<file path="src/rtl/keypad_matrix_if.sv">
// keypad_matrix_if
// Carries accepted key presses from the keypad scanner to the command decoder.
//   key_code  : accepted key, {col[1:0], row[1:0]}
//   key_valid : key_code holds a press the consumer has not taken yet
//   key_ack   : consumer takes the key when key_valid && key_ack
//   overrun   : one-cycle pulse, a press was dropped because the buffer was full
// The scanner uses the master modport; the consumer uses the slave modport.
interface keypad_matrix_if;
  logic [3:0] key_code;
  logic       key_valid;
  logic       key_ack;
  logic       overrun;

  modport master (
    output key_code,
    output key_valid,
    output overrun,
    input  key_ack
  );

  modport slave (
    input  key_code,
    input  key_valid,
    input  overrun,
    output key_ack
  );
endinterface

</file>
<file path="src/rtl/keypad_matrix.sv">
// keypad_matrix
// Scans a 4x4 keypad one column at a time, builds a 16-position frame every
// four columns, debounces single-key frames and hands one code per press to
// the consumer through a one-entry valid/ack buffer. Releases and ghosted
// (multi-key) frames never produce an event.
//   clk      : system clock
//   rst_n    : asynchronous, active-low reset
//   row_in   : row returns, active-low (external pull-ups)
//   col_out  : column strobes, one-cold, active-low
//   key_bus  : master side of the key handshake (key_code, key_valid,
//              key_ack, overrun)
// Parameters:
//   SCAN_DIV : cycles each column stays driven (>= 2)
//   DEBOUNCE : identical consecutive frames needed to accept a press or a
//              release (>= 1)
module keypad_matrix #(
  parameter int SCAN_DIV = 1000,
  parameter int DEBOUNCE = 4
) (
  input  logic             clk,
  input  logic             rst_n,
  input  logic [3:0]       row_in,
  output logic [3:0]       col_out,
  keypad_matrix_if.master  key_bus
);

  localparam int DW    = $clog2(SCAN_DIV);
  localparam int CNT_W = $clog2(DEBOUNCE + 1);

  typedef enum logic [1:0] {
    S_IDLE,
    S_CAND,
    S_PRESSED,
    S_REL
  } state_t;

  logic [DW-1:0]    dwell;
  logic [1:0]       col;
  logic             sample;
  logic             frame_close;

  logic [3:0]       row_low;
  logic [2:0]       col_hits;
  logic [1:0]       col_row;

  // Frame accumulator: hit count saturates at 2 (meaning "more than one").
  logic [1:0]       hit_cnt;
  logic [3:0]       hit_code;
  logic [2:0]       hit_sum;
  logic [1:0]       frame_cnt;
  logic [3:0]       frame_code;
  logic             frame_none;
  logic             frame_one;

  state_t           state_q, state_d;
  logic [3:0]       cand_q, cand_d;
  logic [CNT_W-1:0] cnt_q, cnt_d;
  logic             accept;

  logic [3:0]       code_q;
  logic             valid_q;
  logic             overrun_q;

  // Rows are only trusted on the last dwell cycle of a column, which gives
  // the keypad lines SCAN_DIV-1 cycles to settle after the strobe moves.
  assign sample      = (dwell == DW'(SCAN_DIV - 1));
  assign frame_close = sample && (col == 2'd3);

  // Dwell counter and column rotation; col_out is kept as its own register
  // so the strobe pins come straight from flops.
  always_ff @(posedge clk or negedge rst_n) begin
    if (!rst_n) begin
      dwell   <= '0;
      col     <= 2'd0;
      col_out <= 4'b1110;
    end else if (sample) begin
      dwell   <= '0;
      col     <= col + 2'd1;
      col_out <= {col_out[2:0], col_out[3]};
    end else begin
      dwell   <= dwell + DW'(1);
    end
  end

  // Count low rows in the current column and remember which row was low.
  assign row_low = ~row_in;

  always_comb begin
    col_hits = 3'd0;
    col_row  = 2'd0;
    for (int r = 0; r < 4; r++) begin
      if (row_low[r]) begin
        col_hits = col_hits + 3'd1;
        col_row  = 2'(r);
      end
    end
  end

  // Merge this column into the running frame. The code is only meaningful
  // when the merged count is exactly one.
  always_comb begin
    hit_sum    = {1'b0, hit_cnt} + col_hits;
    frame_cnt  = (hit_sum >= 3'd2) ? 2'd2 : hit_sum[1:0];
    frame_code = (col_hits == 3'd1) ? {col, col_row} : hit_code;
  end

  assign frame_none = (frame_cnt == 2'd0);
  assign frame_one  = (frame_cnt == 2'd1);

  // Accumulator is cleared when the frame closes so the next frame starts
  // empty at column 0.
  always_ff @(posedge clk or negedge rst_n) begin
    if (!rst_n) begin
      hit_cnt  <= 2'd0;
      hit_code <= 4'd0;
    end else if (sample) begin
      if (col == 2'd3) begin
        hit_cnt  <= 2'd0;
        hit_code <= 4'd0;
      end else begin
        hit_cnt  <= frame_cnt;
        hit_code <= frame_code;
      end
    end
  end

  // Debounce state register.
  always_ff @(posedge clk or negedge rst_n) begin
    if (!rst_n) begin
      state_q <= S_IDLE;
      cand_q  <= 4'd0;
      cnt_q   <= '0;
    end else begin
      state_q <= state_d;
      cand_q  <= cand_d;
      cnt_q   <= cnt_d;
    end
  end

  // Debounce next state, evaluated only on the cycle a frame closes. While a
  // key is held every non-empty frame (including ghosted ones) keeps the
  // press alive, so a second key can never generate an event.
  always_comb begin
    state_d = state_q;
    cand_d  = cand_q;
    cnt_d   = cnt_q;
    accept  = 1'b0;
    if (frame_close) begin
      case (state_q)
        S_IDLE: begin
          if (frame_one) begin
            cand_d = frame_code;
            cnt_d  = CNT_W'(1);
            if (DEBOUNCE == 1) begin
              state_d = S_PRESSED;
              accept  = 1'b1;
            end else begin
              state_d = S_CAND;
            end
          end
        end
        S_CAND: begin
          if (frame_one) begin
            if (frame_code == cand_q) begin
              if (cnt_q == CNT_W'(DEBOUNCE - 1)) begin
                state_d = S_PRESSED;
                accept  = 1'b1;
              end else begin
                cnt_d = cnt_q + CNT_W'(1);
              end
            end else begin
              cand_d = frame_code;
              cnt_d  = CNT_W'(1);
            end
          end else begin
            state_d = S_IDLE;
          end
        end
        S_PRESSED: begin
          if (frame_none) begin
            cnt_d   = CNT_W'(1);
            state_d = (DEBOUNCE == 1) ? S_IDLE : S_REL;
          end
        end
        S_REL: begin
          if (frame_none) begin
            if (cnt_q == CNT_W'(DEBOUNCE - 1)) begin
              state_d = S_IDLE;
            end else begin
              cnt_d = cnt_q + CNT_W'(1);
            end
          end else begin
            state_d = S_PRESSED;
          end
        end
        default: state_d = S_IDLE;
      endcase
    end
  end

  // One-entry output buffer. An ack in the same cycle as an accept frees the
  // slot just in time, so the new key loads instead of overrunning.
  always_ff @(posedge clk or negedge rst_n) begin
    if (!rst_n) begin
      code_q    <= 4'd0;
      valid_q   <= 1'b0;
      overrun_q <= 1'b0;
    end else begin
      overrun_q <= 1'b0;
      if (accept) begin
        if (valid_q && !key_bus.key_ack) begin
          overrun_q <= 1'b1;
        end else begin
          code_q  <= frame_code;
          valid_q <= 1'b1;
        end
      end else if (key_bus.key_ack) begin
        valid_q <= 1'b0;
      end
    end
  end

  assign key_bus.key_code  = code_q;
  assign key_bus.key_valid = valid_q;
  assign key_bus.overrun   = overrun_q;

endmodule

</file>
<file path="src/flat_wrapper.sv">
// flat-port wrapper written by rule: the top's interface ports become plain ports
module keypad_matrix_flat 
#(
  parameter int SCAN_DIV = 1000,
  parameter int DEBOUNCE = 4
)
  (clk, rst_n, row_in, col_out, key_bus_key_code, key_bus_key_valid, key_bus_overrun, key_bus_key_ack);
  keypad_matrix_if key_bus_i ();
  input  logic clk;
  input  logic rst_n;
  input  logic [3:0] row_in;
  output logic [3:0] col_out;
  output wire logic [$bits(key_bus_i.key_code)-1:0] key_bus_key_code;
  output wire logic [$bits(key_bus_i.key_valid)-1:0] key_bus_key_valid;
  output wire logic [$bits(key_bus_i.overrun)-1:0] key_bus_overrun;
  input wire logic [$bits(key_bus_i.key_ack)-1:0] key_bus_key_ack;
  assign key_bus_key_code = key_bus_i.key_code;
  assign key_bus_key_valid = key_bus_i.key_valid;
  assign key_bus_overrun = key_bus_i.overrun;
  assign key_bus_i.key_ack = key_bus_key_ack;
  keypad_matrix #(.SCAN_DIV(SCAN_DIV), .DEBOUNCE(DEBOUNCE)) u_core (.clk(clk), .rst_n(rst_n), .row_in(row_in), .col_out(col_out), .key_bus(key_bus_i));
endmodule
</file>
<file path="config.mk">
export PLATFORM = sky130hd
export DESIGN_NAME = keypad_matrix_flat
export DESIGN_NICKNAME = d
export VERILOG_FILES = /design/src/rtl/keypad_matrix_if.sv /design/src/rtl/keypad_matrix.sv /design/src/flat_wrapper.sv
export SDC_FILE = /design/constraint.sdc
export NUM_CORES = 1
export LEC_CHECK = 0
export ABC_AREA = 1
export CAP_MARGIN = 20
export CELL_PAD_IN_SITES_DETAIL_PLACEMENT = 0
export CELL_PAD_IN_SITES_GLOBAL_PLACEMENT = 1
export CORE_ASPECT_RATIO = 0.6
export CORE_MARGIN = 1.5
export CORE_UTILIZATION = 35
export DETAILED_ROUTE_END_ITERATION = 16
export PLACE_DENSITY = 0.74
export REMOVE_ABC_BUFFERS = 1
export SYNTH_ARGS = -nofsm -noshare
export SYNTH_HDL_FRONTEND = slang
export SYNTH_SLANG_ARGS = --single-unit
</file>
<file path="constraint.sdc">
create_clock -name clk -period 2.2 [get_ports clk]
set_input_delay 0.22 -clock clk [delete_from_list [all_inputs] [get_ports clk]]
set_output_delay 0.22 -clock clk [all_outputs]
set_load 0.005 [all_outputs]
</file>
# Yosys cells after proc, flatten, opt, wreduce, memory -nomap -nowiden
# Cells that the tools add are included.
# op_classes
addsub,7
magnitude_cmp,1
eq_ne,18
mux,41
n_bitwise,2
reduce_logical,12
# op_table
op,n
$mux W3,9
$mux W2,11
$mux W4,5
$mux W1,12
$pmux W3 S4,1
$add A10 B1 Y10 const B,1
$eq A10 B10 Y1 const B,1
$mux W10,1
$reduce_and A5 Y1,2
$add A3 B1 Y3 const B,3
$ne A3 B3 Y1 const B,3
$ne A2 B1 Y1 const B,4
$pmux W2 S4,1
$pmux W4 S2,1
$eq A2 B2 Y1 const B,3
$reduce_and A6 Y1,1
$eq A2 B1 Y1 const B,2
$eq A4 B4 Y1,1
$logic_not A2 Y1,2
$ne A2 B2 Y1 const B,2
$not A4 Y4,1
$reduce_and A2 Y1,2
$reduce_bool A2 Y1,2
$add A2 B3 Y3,1
other kinds (8),9
# totals
reg_bits,37
in_bits,7

# Logic depth before layout (Yosys ltp)
# Gate-level depths: netlist (run 1).
# depth
depth_word,17
depth_mapped,23
mapped_depth_nobuf,23

# Least setup slack after synthesis (run 1)
# OpenSTA, ideal clock, no wires.
# synth_path
path_type,in2reg
from,in row_in[0]
to,reg u_core.code_q[0] (netlist: u_core.key_bus.key_code[0])
setup_ps,118
t_arrival_ps,2936
t_required_ps,2082
path_slack_ps,-854
cell_stages,19
path_cell_list,inv_1 ha_1 inv_1 nand2_1 nand2_1 inv_1 ha_1 or2_2 nand2_4 inv_1 fa_1 xnor2_2 nand4_1 nor2_2 nand2_1 inv_1 nand4_2 nand2_1 nand2_1
# synth_via
elab_chain_len,16
# synth_lines
element,line,source
from (decl),flat_wrapper.sv:11,input logic [3:0] row_in;
$not A4 Y4 *,keypad_matrix.sv:86,assign row_low = ~row_in;
$mux W1 *,keypad_matrix.sv:92,if (row_low[r]) begin
$add A1 B1 Y2,keypad_matrix.sv:93,col_hits = col_hits + 3'd1;
$mux W3 *,keypad_matrix.sv:92,
$add A3 B1 Y3,keypad_matrix.sv:93,
$mux W3 *,keypad_matrix.sv:92,
$add A3 B1 Y3,keypad_matrix.sv:93,
$mux W3 *,keypad_matrix.sv:92,
$add A2 B3 Y3 / $eq A3 B1 Y1 (equally long branches),"keypad_matrix.sv:102, keypad_matrix.sv:104",
$ge A3 B2 Y1 / $mux W4 (equally long branches),"keypad_matrix.sv:103, keypad_matrix.sv:104",
$mux W2 / $eq A4 B4 Y1 (equally long branches),"keypad_matrix.sv:103, keypad_matrix.sv:164",
$eq A2 B1 Y1 / $mux W1 (equally long branches),"keypad_matrix.sv:108, keypad_matrix.sv:164",
$mux W1,keypad_matrix.sv:163,if (frame_one) begin
$mux W1,keypad_matrix.sv:149,case (state_q)
$mux W1,keypad_matrix.sv:148,if (frame_close) begin
$reduce_and A2 Y1 (no source line),-,
to (signal assigned),keypad_matrix.sv:214,code_q <= frame_code;
to (decl),keypad_matrix.sv:60,logic [3:0] code_q;
# Every way passes the cells marked *; elsewhere a longest branch is shown, timed or not.
# A chain may end at the register's enable or synchronous reset.

# Final worst setup path (run 1)
# layout_path
from,in row_in[1]
to,reg u_core.state_q[0]
# layout_via
elab_chain_len,12
# layout_lines
element,line,source
$not A4 Y4 *,keypad_matrix.sv:86,
$mux W3,keypad_matrix.sv:92,
$add A3 B1 Y3,keypad_matrix.sv:93,
$mux W3,keypad_matrix.sv:92,
$add A3 B1 Y3,keypad_matrix.sv:93,
$mux W3,keypad_matrix.sv:92,
$add A2 B3 Y3,keypad_matrix.sv:102,"hit_sum = {1'b0, hit_cnt} + col_hits;"
$ge A3 B2 Y1,keypad_matrix.sv:103,frame_cnt = (hit_sum >= 3'd2) ? 2'd2 : hit_sum[1:0];
$mux W2,keypad_matrix.sv:103,
$eq A2 B1 Y1 / $logic_not A2 Y1 (equally long branches),"keypad_matrix.sv:108, keypad_matrix.sv:107",
"$ne A3 B3 Y1 (no source line), or another cell as far along",-,
$reduce_and A6 Y1 (no source line) / $pmux W2 S4 (equally long branches),-,
to (signal assigned),keypad_matrix.sv:134,state_q <= state_d;
to (decl),keypad_matrix.sv:55,"state_t state_q, state_d;"
# Marks and branches as above.

==> results.json, run 1 <==
{
  "antenna_found_initial": 0,
  "postRouteWirelength_mm": 5.30,
  "gr-usage-met1_pct": 24.7,
  "startpoint_type": "input port",
  "finalMaxSlewViolations": 0,
  "crit_path_cell_trace": "buf_8, inv_4, ha_4, inv_2, nand2_2, nand2_2, inv_2, ha_4, or2_4, nand2_4, inv_2, fa_2, xnor2_2, buf_4, nand3_2, nand2_1, nand3_2, nor2_4, nand3_2, nand3_2, nand2_1",
  "slowest_stage": "fa_2",
  "syn_inst": 281,
  "max_stage_delay_ns": 0.36,
  "cts_max_level": 2,
  "r2r_start": "u_core.hit_cnt[0]",
  "core_um2": 6060,
  "ys_types": 31,
  "place_area_um2": 2640,
  "wl_per_cell_um": 12.4,
  "postLayoutCellArea_um2": 2980,
  "synth_area_leader_cell": "dfrtp_1",
  "top_usage_layer": "met2",
  "grt_pass1_wl_mm": 8.92,
  "globalRouteMet3Util_pct": 4.08,
  "vias": 1924,
  "hpwl_mm": 3.64,
  "slew_headroom_pct": 43.7,
  "rsz0062_at_grt": "yes",
  "drtIter0Drc": 121,
  "finalNonFillerCells": 427,
  "cts_made_buffers": 5,
  "finalCriticalPeriod_ns": 2.63,
  "vias_per_cell": 4.51,
  "cts.path.max_buffers": 2,
  "n_fill_cell": 632,
  "synth_area_um2": 2180,
  "cts_tree": "yes",
  "vdd_drop_max_uv": 234,
  "min-delay-path-class": "input port to asynchronous set/reset pin",
  "p_leak_nw": 1.50,
  "ant_nets": 0,
  "p_per_area_nw_per_um2": 485,
  "place_ws_ns": -1.39,
  "first_global_vias": 1864,
  "die_area_um2": 6720,
  "path_clk_slew_ns": 0.08,
  "grt_overflow_total": 0,
  "drtPass1Iterations": 4,
  "layout-drive-gt1-share_pct": 33.2,
  "clock_latency_ns": 0.29,
  "area_growth_pct": 36.9,
  "maxCapViolCount": 0,
  "ys.warnings.count": 0,
  "path_class": "input port to flip-flop",
  "synth.top_cells.by_area": "dfrtp_1, nand2_1, inv_1, nand3_1, ha_1",
  "syn_area_per_cell_um2": 7.75,
  "cp_common_cell": "nand3_2",
  "skew_ns": 0.00363,
  "route.detailed.drc": 0,
  "yosysMostFrequentCell": "nand2_1",
  "hold_buffers": 0,
  "ys_ff_latch": 37,
  "setup.worst_path.start": "row_in[1]",
  "finalCritPeriodShare_pct": 119,
  "synthFlopType": "dfrtp_1",
  "antenna_cells": 0,
  "endpoint_kind": "flip-flop",
  "cp_num_buf_inv": 6,
  "ys_seq_area_share_pct": 42.7,
  "setup_viol": 17,
  "fp-row-count": 22,
  "setup_ws_ns": -0.428,
  "max_freq_ghz": 0.380,
  "fin_util_pct": 49.2,
  "netlist_top_cells_count": "nand2_1, inv_1, dfrtp_1, nand3_1, nor2_1",
  "cts.sinks": 37,
  "final_hold_viol_count": 0,
  "worstMarginPinSlew_ns": 0.844,
  "required_ns": 2.39,
  "grt.total_usage_pct": 16.8,
  "async_flop_share_pct": 100,
  "die_h_um": 64.1,
  "dieWidth_um": 105,
  "start_util_pct": 36.0,
  "grt_max_degree": 38,
  "synth_top_area_share_pct": 39.1,
  "violations": "setup timing",
  "arrival_ns": 2.81,
  "synth-edff-count": 0,
  "io_buffers": 16,
  "placedCellCount": 407,
  "routabilityCongestion": 0.790,
  "grtUsageMet2_pct": 24.8,
  "fin_total_pwr_mw": 1.44,
  "io_pins": 17,
  "r2r_cells": 11,
  "nets": 357,
  "crit_path_max_fanout": 3,
  "cpLargestDelayFamily": "simple AND/OR/NAND/NOR gates",
  "worst-path-stages": 21,
  "cts_root_buf": "clkbuf_8",
  "status": "finished, violations left"
}
## path summary, 6_finish.rpt
kind | end | slack, ns
max reg2reg | u_core.state_q[0] | 0.02
min reg2reg | u_core.col_out[3] | 0.48
min | u_core.hit_cnt[1] | 0.03
max | u_core.state_q[0] | -0.43
min in group clk | u_core.col_out[3] | 0.48
max in group asynchronous | u_core.col_out[0] | 1.65
## placed cells by master, fill, tap and decap left out, types with 4 or more instances in the layout
cell,instances
inv_2,7
o21ai_0,7
nand2_2,17
nand2_1,65
nor2_1,13
nand3_1,17
o22ai_1,4
buf_4,40
nand2_4,4
o21ai_1,4
ha_1,5
a21oi_1,5
nand3_2,8
clkdlybuf4s50_1,12
clkbuf_8,5
dfrtp_1,34
nor3_1,5
nand4_1,8
inv_1,42
## layer usage
metal  vias up  share of wire (%)
li1       1016                  -
met1       884                 53
met2        20                 43
met3         4                3.2
met4         0               0.75
met5         -                  0
## sequential cells by signal (all words and copies together), names as in the netlist
signal,flops
u_core.col,2
u_core.key_bus.key_code,4
u_core.col_out,4
u_core.hit_cnt,2
u_core.key_bus.key_valid,1
u_core.cnt_q,3
u_core.dwell,10
u_core.cand_q,4
u_core.key_bus.overrun,1
u_core.state_q,2
u_core.hit_code,4
## kinds of logic after synthesis
family	share of synthesized area, %
buffers and inverters	9.37
and+or+nand+nor	34.0
adders and majority gates	4.94
AOI/OAI and AO/OA	6.67
xor gates and xnor gates	2.36
DFF	42.7
## stage by stage
step | setup TNS, ns | hold WS (ns)
after detailed placement | -23.98 | 0.382
after floorplan | -11.66 | -0.0756
after CTS | -3.66 | 0.0625
final | -4.58 | 0.0297
after global routing | -6.74 | 0.102
after global placement | -22.85 | 0.376
## power breakdown
group          leakage (nW)  switching [mW]  internal (mW)
registers             0.455               0          0.680
clock network        0.0445           0.269          0.225
logic                  1.00           0.144          0.126
## worst reg2reg max path: stages (launching register included)
cell	delay [ns]
dfrtp_1	0.41
ha_1	0.21
fa_2	0.36
xnor2_2	0.23
buf_4	0.16
nand3_2	0.06
nand2_1	0.10
nand3_2	0.10
nor2_4	0.17
nand3_2	0.12
nand3_2	0.10
nand2_1	0.05
## repair_timing
item                                    in CTS  in global routing
buffers inserted                            10                  4
endpoints found under the setup margin      21                 21
pin swaps                                   19                 18
cloned                                       0                  0
resized for setup                           33                 29
## area by class of cell
cell class	instances	area (um2)	share of cell area (%)
multi-input cells	190	1190	39.8
flip-flops and latches	37	930	31.2
repair buffers	57	472	15.8
inverters	51	196	6.59
well taps	84	105	3.53
clock buffers	5	68.8	2.31
clock inverters	3	21.3	0.714
No activity file was read; power rests on OpenSTA's default activity.
==> run 2: changes to the inputs <==
PLACE_DENSITY = not set   (was 0.74)
PLACE_DENSITY_LB_ADDON = 0.1   (was not set)
TNS_END_PERCENT = 100   (was not set)
==> run 2 against run 1 <==
Against the previous run: the flow still finishes with violations (setup timing); cell count unchanged; register-to-register slack improved by 0.09 ns; maximum frequency increased by 2.3%; die area unchanged; global-route usage increased by 0.55 points; sequential power about the same; critical endpoint is now u_core.key_bus.key_code[3]; largest cell class unchanged; largest power group unchanged.
==> results.json, run 2 (same netlist as run 1, synthesis figures left out) <==
{
  "status": "finished, violations left",
  "violations": "setup timing",
  "cts_max_level": 2,
  "area_growth_pct": 37.2,
  "antenna_cells": 0,
  "finalMaxSlewViolations": 0,
  "startpoint_type": "input port",
  "hpwl_mm": 3.78,
  "largest_reg_flops": 10,
  "finalNonFillerCells": 427,
  "cts_root_buf": "clkbuf_8",
  "final_common_cell": "nand2_1",
  "finalCriticalPeriod_ns": 2.57,
  "final_hold_viol_count": 0,
  "dr_wl_met3_um": 250,
  "vias": 1942,
  "p_leak_nw": 1.52,
  "io_buffers": 16,
  "routabilityCongestion": 0.750,
  "p_per_area_nw_per_um2": 523,
  "ant_nets": 0,
  "rsz0062_at_grt": "yes",
  "fp-row-count": 22,
  "worstMarginPinSlew_ns": 0.822,
  "arrival_ns": 2.77,
  "vias_per_cell": 4.55,
  "max_stage_delay_ns": 0.42,
  "cts_tree": "yes",
  "hold_buffers": 0,
  "setup_viol": 17,
  "nets": 357,
  "top_layer": "met4",
  "endpoint_kind": "flip-flop",
  "place_area_um2": 2670,
  "wl_met1_mm": 2.97,
  "path_clk_slew_ns": 0.08,
  "setup_ws_ns": -0.370,
  "fin_util_pct": 49.3,
  "path_class": "input port to flip-flop",
  "wl_met2_mm": 1.96,
  "postRouteWirelength_mm": 5.24,
  "final_cell_mix": "nand2_1, inv_1, buf_4",
  "drtIter0Drc": 61,
  "required_ns": 2.40,
  "crit_path_cell_trace": "buf_8, inv_4, ha_4, inv_2, nand2_2, nand2_1, inv_1, ha_1, or2_4, nand2_4, inv_2, fa_2, xnor2_4, nand4_1, nor2_2, nand2_2, inv_2, nand4_4, nand2_1, nand2_1",
  "reg2reg_slack_ns": 0.11,
  "r2r_cells": 10,
  "grt.total_usage_pct": 17.3,
  "core_um2": 6060,
  "whs_ns": 0.0103,
  "grt_overflow_total": 0,
  "skew_ns": 0.00707,
  "first_global_vias": 1837,
  "layout-drive-gt1-share_pct": 31.5,
  "reg2reg_to": "u_core.key_bus.key_code[3]",
  "cts.path.max_buffers": 2,
  "antenna_found_initial": 0,
  "wl_per_cell_um": 12.3,
  "max_freq_ghz": 0.389,
  "cts_made_buffers": 5,
  "io_pins": 17,
  "cts.sinks": 37,
  "clock_latency_ns": 0.30,
  "top_register": "u_core.dwell",
  "dieWidth_um": 105,
  "drtPass1Iterations": 4,
  "slowest_stage": "fa_2",
  "slew_headroom_pct": 45.2,
  "finalCritPeriodShare_pct": 117,
  "grt_max_degree": 38,
  "min-delay-path-class": "input port to asynchronous set/reset pin",
  "maxCapViolCount": 0,
  "grt_pass1_wl_mm": 9.03,
  "die_h_um": 64.1,
  "vdd_drop_max_uv": 237,
  "route.detailed.drc": 0,
  "r2r_start": "u_core.hit_cnt[0]",
  "postLayoutCellArea_um2": 2990,
  "place_ws_ns": -1.44,
  "crit_path_max_fanout": 4,
  "placedCellCount": 411,
  "start_util_pct": 36.0,
  "die_area_um2": 6720
}
## run 2: cell types whose count changed in the layout (fill, tap and decap cells not counted), sizes merged
cell / previous run / this run
clkdlybuf4s15: 0 / 1
clkinvlp: 1 / 0
inv: 52 / 51
bufinv: 0 / 1
## run 2: metrics by stage
stage | TNS (ns) | power (mW)
6_report | -4.77 | 1.56
2_1_floorplan | -11.66 | 0.810
3_5_place_dp | -24.83 | 0.924
3_3_place_gp | -23.25 | 0.924
5_1_grt | -7.36 | 1.64
4_1_cts | -4.21 | 1.57
## run 2: routing by layer
metal  global-route usage (%)  vias up
li1                         -     1011
met1                     27.2      884
met2                     22.8       39
met3                     4.29        8
met4                     5.14        0
met5                        0        -
## run 2: final cells by class
cell class / instances / area (um2)
multi-input cells: 190 / 1160
clock buffers: 6 / 72.6
inverters: 51 / 199
flip-flops and latches: 37 / 930
fillers: 600 / 3070
repair buffers: 57 / 482
clock inverters: 2 / 38.8
well taps: 84 / 105
## run 2: critical path: cells and delay by family
kind / cells / cell delay (ns)
xor+xnor: 1 / 0.20
fa+ha+maj: 3 / 0.89
buf+inv: 6 / 0.38
simple gates: 10 / 1.09
## run 2: timing repair
action | in CTS | in global routing
resized for setup | 38 | 22
setup endpoints to repair | 21 | 17
setup buffers | 10 | 0
pin swaps | 23 | 13
## run 2: report_power, final
| group | internal, mW | switching (mW) |
|---|---|---|
| combinational | 0.135 | 0.142 |
| clock | 0.341 | 0.264 |
| sequential | 0.680 | 0 |
| total | 1.16 | 0.406 |
## run 2: how the worst max path moves through the flow
| stage | startpoint | endpoint | slack [ns] | cells after the start |
|---|---|---|---|---|
| after floorplan | row_in[0] | u_core.key_bus.key_code[0] | -0.86 | 19 |
| after global placement | row_in[0] | u_core.key_bus.key_code[2] | -1.36 | 20 |
| after detailed placement | row_in[0] | u_core.key_bus.key_code[3] | -1.44 | 20 |
| after CTS | row_in[1] | u_core.key_bus.key_code[3] | -0.31 | 20 |
| after global routing | row_in[0] | u_core.key_bus.key_code[3] | -0.54 | 20 |
| final | row_in[0] | u_core.key_bus.key_code[3] | -0.37 | 20 |
